## src/rtl/cu_sequencer_if.sv

```systemverilog
// Control-unit sequencer bundle: datapath/memory status in, one-hot state and
// instruction bookkeeping out.
interface cu_sequencer_if #(
    parameter int STATES = 40,
    parameter int OP_W   = 5,
    parameter int CNT_W  = 16
);
    logic [OP_W-1:0]            opcode;
    logic [3:0]                 nzcv;
    logic                       mem_ready;
    logic                       halt;
    logic [STATES-1:0]          cpu_state;
    logic [$clog2(STATES)-1:0]  state_idx;
    logic                       branch_taken;
    logic                       instr_done;
    logic                       illegal_op;
    logic                       halted;
    logic [CNT_W-1:0]           instr_count;

    modport master (
        output opcode, nzcv, mem_ready, halt,
        input  cpu_state, state_idx, branch_taken, instr_done, illegal_op,
               halted, instr_count
    );

    modport slave (
        input  opcode, nzcv, mem_ready, halt,
        output cpu_state, state_idx, branch_taken, instr_done, illegal_op,
               halted, instr_count
    );
endinterface

```

## src/rtl/cu_sequencer.sv

```systemverilog
// Microcode-style sequencer: fetch1-3, opcode decode to routine start states,
// memory-wait stalls, branch condition evaluation and retired-instruction count.
module cu_sequencer #(
    parameter int STATES = 40,
    parameter int OP_W   = 5,
    parameter int CNT_W  = 16
) (
    input logic          clk,
    input logic          rst,
    cu_sequencer_if.slave bus
);
    localparam int IDX_W = $clog2(STATES);

    typedef enum logic [IDX_W-1:0] {
        FETCH1 = IDX_W'(0),  FETCH2 = IDX_W'(1),  FETCH3 = IDX_W'(2),
        NOP    = IDX_W'(3),  MOV    = IDX_W'(4),  ALTMOV = IDX_W'(5),
        LDR    = IDX_W'(7),  ALTLDR = IDX_W'(9),  STR    = IDX_W'(13),
        ALTSTR = IDX_W'(17), CMP    = IDX_W'(21), B      = IDX_W'(22),
        BGT    = IDX_W'(23), BLT    = IDX_W'(24), BEQ    = IDX_W'(25),
        ADD    = IDX_W'(26), SUB    = IDX_W'(28), MUL    = IDX_W'(30),
        LSR    = IDX_W'(32), ANDOP  = IDX_W'(34), OROP   = IDX_W'(36),
        MVN    = IDX_W'(38)
    } state_t;

    state_t           state;
    state_t           state_nxt;
    logic [CNT_W-1:0] count;
    logic             done_c;
    logic             illegal_c;
    logic             halted_c;
    logic             taken_c;
    logic             unused_c;

    function automatic logic is_last(input logic [IDX_W-1:0] s);
        case (32'(s))
            3, 4, 6, 8, 12, 16, 20, 21, 22, 23, 24, 25,
            27, 29, 31, 33, 35, 37, 39: is_last = 1'b1;
            default:                    is_last = 1'b0;
        endcase
    endfunction

    function automatic logic is_wait(input logic [IDX_W-1:0] s);
        case (32'(s))
            1, 8, 10, 12, 16, 20: is_wait = 1'b1;
            default:              is_wait = 1'b0;
        endcase
    endfunction

    always_ff @(posedge clk) begin
        if (rst) begin
            state <= FETCH1;
            count <= '0;
        end else begin
            state <= state_nxt;
            if (done_c)
                count <= count + CNT_W'(1);
        end
    end

    // Routine bodies simply step +1; only fetch1, fetch3 and illegal indices are special.
    always_comb begin
        state_nxt = state;
        done_c    = 1'b0;
        illegal_c = 1'b0;
        halted_c  = 1'b0;
        if (32'(state) >= 40) begin
            state_nxt = FETCH1;
        end else begin
            case (state)
                FETCH1: begin
                    if (bus.halt)
                        halted_c = 1'b1;
                    else
                        state_nxt = FETCH2;
                end
                FETCH3: begin
                    case (32'(bus.opcode))
                        0:  state_nxt = NOP;
                        1:  state_nxt = MOV;
                        2:  state_nxt = ALTMOV;
                        3:  state_nxt = LDR;
                        4:  state_nxt = ALTLDR;
                        5:  state_nxt = STR;
                        6:  state_nxt = ALTSTR;
                        7:  state_nxt = CMP;
                        8:  state_nxt = B;
                        9:  state_nxt = BGT;
                        10: state_nxt = BLT;
                        11: state_nxt = BEQ;
                        12: state_nxt = ADD;
                        13: state_nxt = SUB;
                        14: state_nxt = MUL;
                        15: state_nxt = LSR;
                        16: state_nxt = ANDOP;
                        17: state_nxt = OROP;
                        18: state_nxt = MVN;
                        default: begin
                            state_nxt = FETCH1;
                            illegal_c = 1'b1;
                        end
                    endcase
                end
                default: begin
                    if (is_wait(state) && !bus.mem_ready) begin
                        state_nxt = state;
                    end else if (is_last(state)) begin
                        state_nxt = FETCH1;
                        done_c    = 1'b1;
                    end else begin
                        state_nxt = state_t'(state + IDX_W'(1));
                    end
                end
            endcase
        end
    end

    // Flags are {N,Z,C,V}; the carry flag plays no part in any branch condition.
    always_comb begin
        taken_c = 1'b0;
        case (state)
            B:       taken_c = 1'b1;
            BGT:     taken_c = !bus.nzcv[2] && (bus.nzcv[3] == bus.nzcv[0]);
            BLT:     taken_c = bus.nzcv[3] != bus.nzcv[0];
            BEQ:     taken_c = bus.nzcv[2];
            default: taken_c = 1'b0;
        endcase
    end

    assign unused_c         = bus.nzcv[1];
    assign bus.state_idx    = state;
    assign bus.cpu_state    = STATES'(1) << state;
    assign bus.branch_taken = taken_c & ~rst;
    assign bus.instr_done   = done_c & ~rst;
    assign bus.illegal_op   = illegal_c & ~rst;
    assign bus.halted       = halted_c & ~rst;
    assign bus.instr_count  = count;
endmodule

```

## src/flat_wrapper.sv

```systemverilog
// flat-port wrapper written by rule: the top's interface ports become plain ports
module cu_sequencer_flat 
#(
    parameter int STATES = 40,
    parameter int OP_W   = 5,
    parameter int CNT_W  = 16
)
  (clk, rst, bus_opcode, bus_nzcv, bus_mem_ready, bus_halt, bus_cpu_state, bus_state_idx, bus_branch_taken, bus_instr_done, bus_illegal_op, bus_halted, bus_instr_count);
  cu_sequencer_if #(.STATES(STATES), .OP_W(OP_W), .CNT_W(CNT_W)) bus_i ();
  input logic clk;
  input logic rst;
  input wire logic [$bits(bus_i.opcode)-1:0] bus_opcode;
  input wire logic [$bits(bus_i.nzcv)-1:0] bus_nzcv;
  input wire logic [$bits(bus_i.mem_ready)-1:0] bus_mem_ready;
  input wire logic [$bits(bus_i.halt)-1:0] bus_halt;
  output wire logic [$bits(bus_i.cpu_state)-1:0] bus_cpu_state;
  output wire logic [$bits(bus_i.state_idx)-1:0] bus_state_idx;
  output wire logic [$bits(bus_i.branch_taken)-1:0] bus_branch_taken;
  output wire logic [$bits(bus_i.instr_done)-1:0] bus_instr_done;
  output wire logic [$bits(bus_i.illegal_op)-1:0] bus_illegal_op;
  output wire logic [$bits(bus_i.halted)-1:0] bus_halted;
  output wire logic [$bits(bus_i.instr_count)-1:0] bus_instr_count;
  assign bus_i.opcode = bus_opcode;
  assign bus_i.nzcv = bus_nzcv;
  assign bus_i.mem_ready = bus_mem_ready;
  assign bus_i.halt = bus_halt;
  assign bus_cpu_state = bus_i.cpu_state;
  assign bus_state_idx = bus_i.state_idx;
  assign bus_branch_taken = bus_i.branch_taken;
  assign bus_instr_done = bus_i.instr_done;
  assign bus_illegal_op = bus_i.illegal_op;
  assign bus_halted = bus_i.halted;
  assign bus_instr_count = bus_i.instr_count;
  cu_sequencer #(.STATES(STATES), .OP_W(OP_W), .CNT_W(CNT_W)) u_core (.clk(clk), .rst(rst), .bus(bus_i));
endmodule
```

## config.mk

```make
export PLATFORM = sky130hd
export DESIGN_NAME = cu_sequencer_flat
export DESIGN_NICKNAME = d
export VERILOG_FILES = /design/src/rtl/cu_sequencer_if.sv /design/src/rtl/cu_sequencer.sv /design/src/flat_wrapper.sv
export SDC_FILE = /design/constraint.sdc
export NUM_CORES = 1
export LEC_CHECK = 0
export CORE_MARGIN = 8
export CORE_UTILIZATION = 47
export DETAILED_ROUTE_END_ITERATION = 12
export PLACE_DENSITY = 0.86
export SLEW_MARGIN = 25
export SYNTH_ARGS = -nofsm -noshare
export SYNTH_HDL_FRONTEND = slang
export SYNTH_SLANG_ARGS = --single-unit
```

## constraint.sdc

```tcl
create_clock -name clk -period 8.8 [get_ports clk]
set_clock_uncertainty 0.1 [all_clocks]
set_input_delay 2.64 -clock clk [delete_from_list [all_inputs] [get_ports clk]]
set_output_delay 2.64 -clock clk [all_outputs]
set_load 0.02 [all_outputs]
```

==> out/results.txt <==
The run finished with clean final reports. The worst hold path begins at u_core.bus.instr_count[14]. The slew at the pin with the worst max-slew slack is 0.803 ns, and the worst-case hold slack is 0.406 ns.

STA puts the critical path data arrival time at 4.56 ns. Global-route track usage on met3: 2.68%. The most instantiated library cell after synthesis was sky130_fd_sc_hd__nor2_1. Setup total negative slack on the finished layout was measured at 0 ns.

For this run, asynchronously set or reset flops after synthesis account for 0%. The first global-routing pass estimated 8800 µm of wire. For this configuration, the core starts out at a cell density of 48.7%. The average wire length per cell after detail routing is 14.8 µm. The initial antenna violation count is 0. The number of hold buffers added after CTS was 0. The number of remaining DRC errors was 0. In this run the horizontal extent of the chip is 80.1 µm. The tools report the latest clock arrival within the worst-skew pair as 0.26 ns. The run gives 6420 µm² as the area of the die.

Of the cells placed in the final design, the portion with a size suffix greater than 1 is 5.42%. For this block, the initial DRC count from the detailed router was 123. The number of nets handed over by synthesis was 286. For the number of global-route vias before repair, the log shows 1804.

The buffers inserted during post-CTS setup optimization was 0. The worst setup path is captured at an output pin. The vertical die dimension was 80.1 µm. For this run, global-route usage on met2 was measured as 28.6%. The run gives 58 as the count of different cell masters after synthesis.

The tools report the final cell utilization of the core as 69.1%. The count of mapped cells out of synthesis came out at 266. The category of the worst setup path launch point was a primary input. For this run, the register share of the synthesized area comes to 23.8%. The Yosys step of the flow raised 0 warnings. The number of synthesized register bits is 23, and the count of maximum capacitance violations is 0. The cell area after layout came out at 2740 µm². The slowest stage of the critical path is the sky130_fd_sc_hd__clkdlybuf4s50_1 cell. The run gives 378 as the total placed cells including tap cells.

Setup violations remaining at the end of the flow were counted as 0. Along the worst hold path, the cell count comes to 2. The total number of nets in the final design is 353.

Number of CTS-inserted buffers: 3. The repair_antennas step left the layout with diodes totalling 0. Across all layers, the routed design uses 2127 vias.

In the synthesized netlist the dominant register cell turns out to be sky130_fd_sc_hd__dfxtp_1. Global routing used 16.4% of the available tracks across all layers. Once layout is complete, the cells apart from fillers number 382. The worst setup path is of the in -> out kind.

The run gives 0 as the count of instances resized after the clock tree is built. Global routing used 20.8% of the available met1 tracks. The mapped netlist covers 1930 µm².

The run gives 0 as the count of endpoints failing hold in the final timing report. The first TritonRoute pass finished after 4 iterations. In the synthesized netlist, the cells that appear most often are sky130_fd_sc_hd__nor2_1 (58), sky130_fd_sc_hd__nand2_1 (25), sky130_fd_sc_hd__dfxtp_1 (23), sky130_fd_sc_hd__and3_1 (15), sky130_fd_sc_hd__clkbuf_1 (13).

The shortest period the worst path allows came out at 7.30 ns. The HPWL after detailed placement is 4370 µm. The clock slew at the register clock pins of the worst setup and hold paths was 0.08 ns. In this run the power density over the cells is 146 nW/µm².

The cell accounting for the most synthesized area is sky130_fd_sc_hd__dfxtp_1. Yosys attributes the largest share of cell area to sky130_fd_sc_hd__dfxtp_1 (24%), sky130_fd_sc_hd__nor2_1 (11%), sky130_fd_sc_hd__and3_1 (4.9%). Counting stages on the worst path, the most repeated cell is sky130_fd_sc_hd__clkdlybuf4s50_1. For the worst flop-to-flop path, the logic depth is 8.

Wire length reported by the detailed router: 5650 µm. Worst min-delay path category: reg -> reg. The largest single stage delay on the critical path is 0.68 ns.

Sink of the worst hold path: u_core.bus.instr_count[14]. Of all nets on the critical path, the largest fanout is 21. The clock passes through at most 2 buffers. The number of H-tree levels came out at 1. Summed over all layers, the global routing overflow is 0. Leakage power figure: 1.03 nW. For the worst setup slack after layout, the log shows 1.50 ns.

The maximum VDD drop came out at 0.100 mV. The worst pin sits at a relative slew slack of 46.4%. Counting the fill cells in the layout gives 354. The routability-driven placement congestion ratio is 0.870, and the count of flip-flops with a built-in enable after synthesis is 0. The total count of max-transition violations in the final report is 0, and the synthesis-to-layout area growth is 41.9%. Entering global routing, the biggest net connects 27 pins. In this run the remaining antenna-violating nets after routing total 0.

79 I/O pins were placed. The detailed-route vias per instance came out at 5.57. TritonCTS built the clock tree.

Timing analysis after detailed placement gives a worst setup slack of 1.51 ns. The run gives 23 as the number of standard-cell rows in the floorplan. Upper clock frequency limit: 0.137 GHz. The mean instance size in the synthesized netlist works out to 7.27 µm². Cell at the root of the clock tree: sky130_fd_sc_hd__clkbuf_8. The number of input and output port buffers inserted was 77; the power after layout was 0.401 mW. Setup slack on the worst reg-to-reg path comes out at 5.53 ns. The core region is 3970 µm². Of the post-synthesis cell area, the dominant cell type holds 23.8%.

Setup repair after global routing left no endpoint under its margin. The launch instance of the worst register-to-register path is u_core.bus.state_idx[3]. The tools report the clock sink count as 23. The area after detailed placement is 2700 µm². The data required time at the worst endpoint was 6.06 ns. The layer flagged by global routing as most heavily used is met2. The worst path uses 82.9% of the clock period. The signal on the critical path passes through clkdlybuf4s50_1 > buf_4 > nand2b_1 > a2111oi_0 > clkdlybuf4s50_1.
## report_power, final
group | leakage [nW] | internal [mW] | total, mW | switching, mW
registers | 0.186 | 0.110 | 0.123 | 0.0131
clock network | 0.0255 | 0.0316 | 0.0645 | 0.0329
logic | 0.816 | 0.0860 | 0.214 | 0.128
## kinds of logic (layout without fill, tap and decap cells)
group | after synthesis | in the layout | share of synthesized area (%)
fa+ha+maj | 7 | 7 | 4.53
simple gates | 154 | 154 | 40.5
buf+inv | 24 | 90 | 5.50
mux | 5 | 5 | 2.65
xor+xnor | 15 | 15 | 6.80
compound gates | 38 | 38 | 16.2
flops | 23 | 23 | 23.8
## placed cells by master, fill, tap and decap left out, types with 2 or more instances in the layout
master	n
sky130_fd_sc_hd__clkdlybuf4s50_1	77
sky130_fd_sc_hd__nor2_1	58
sky130_fd_sc_hd__nand2_1	25
sky130_fd_sc_hd__dfxtp_1	23
sky130_fd_sc_hd__and3_1	15
sky130_fd_sc_hd__xor2_1	10
sky130_fd_sc_hd__inv_1	8
sky130_fd_sc_hd__nor3_1	7
sky130_fd_sc_hd__ha_1	7
sky130_fd_sc_hd__nand2b_1	6
sky130_fd_sc_hd__o21ai_0	6
sky130_fd_sc_hd__a21oi_1	6
sky130_fd_sc_hd__nand4_1	6
sky130_fd_sc_hd__nand3_1	5
sky130_fd_sc_hd__xnor2_1	5
sky130_fd_sc_hd__and2_1	4
sky130_fd_sc_hd__a2111oi_0	4
sky130_fd_sc_hd__nand3b_1	4
sky130_fd_sc_hd__mux2i_1	4
sky130_fd_sc_hd__nor4_1	3
sky130_fd_sc_hd__clkbuf_8	3
sky130_fd_sc_hd__nor2b_1	2
sky130_fd_sc_hd__or2_1	2
sky130_fd_sc_hd__o31ai_1	2
sky130_fd_sc_hd__or4_1	2
sky130_fd_sc_hd__or3_1	2
sky130_fd_sc_hd__a221o_1	2
sky130_fd_sc_hd__a22oi_1	2
sky130_fd_sc_hd__nor3b_1	2
## sequential cells by signal (all words and copies together) (netlist names), named ones only
register and count:
u_core.bus.instr_count 16, u_core.bus.state_idx 6
## routing by layer
metal	wire length (µm)	part of all wire [%]
met1	2530	45
met2	2760	49
met3	336	5.9
met4	24	0.42
met5	0	0
## final cells by class
cell class              instances  area [µm²]  area share (%)
flip-flops and latches         23         460            16.8
clock buffers                   3        41.3            1.50
well taps                      50        62.6            2.28
inverters                       8        30.0            1.09
repair buffers                 78         778            28.4
multi-input cells             219        1370            49.8
clock inverters                 1        5.00           0.182
## worst max path at each step
stage,from,to,slack (ns)
after floorplan,bus_opcode[3],bus_illegal_op,1.93
after global placement,rst,bus_illegal_op,1.49
after detailed placement,rst,bus_illegal_op,1.51
after CTS,rst,bus_illegal_op,1.50
after global routing,rst,bus_illegal_op,1.35
final,rst,bus_illegal_op,1.50
## worst max-delay path, delay by kind of cell
kind | cells | cell delay (ns)
buffers and inverters | 3 | 1.27
AOI/OAI and AO/OA | 1 | 0.34
and+or+nand+nor | 1 | 0.30
Note: power is estimated with default switching activity, not from simulation.
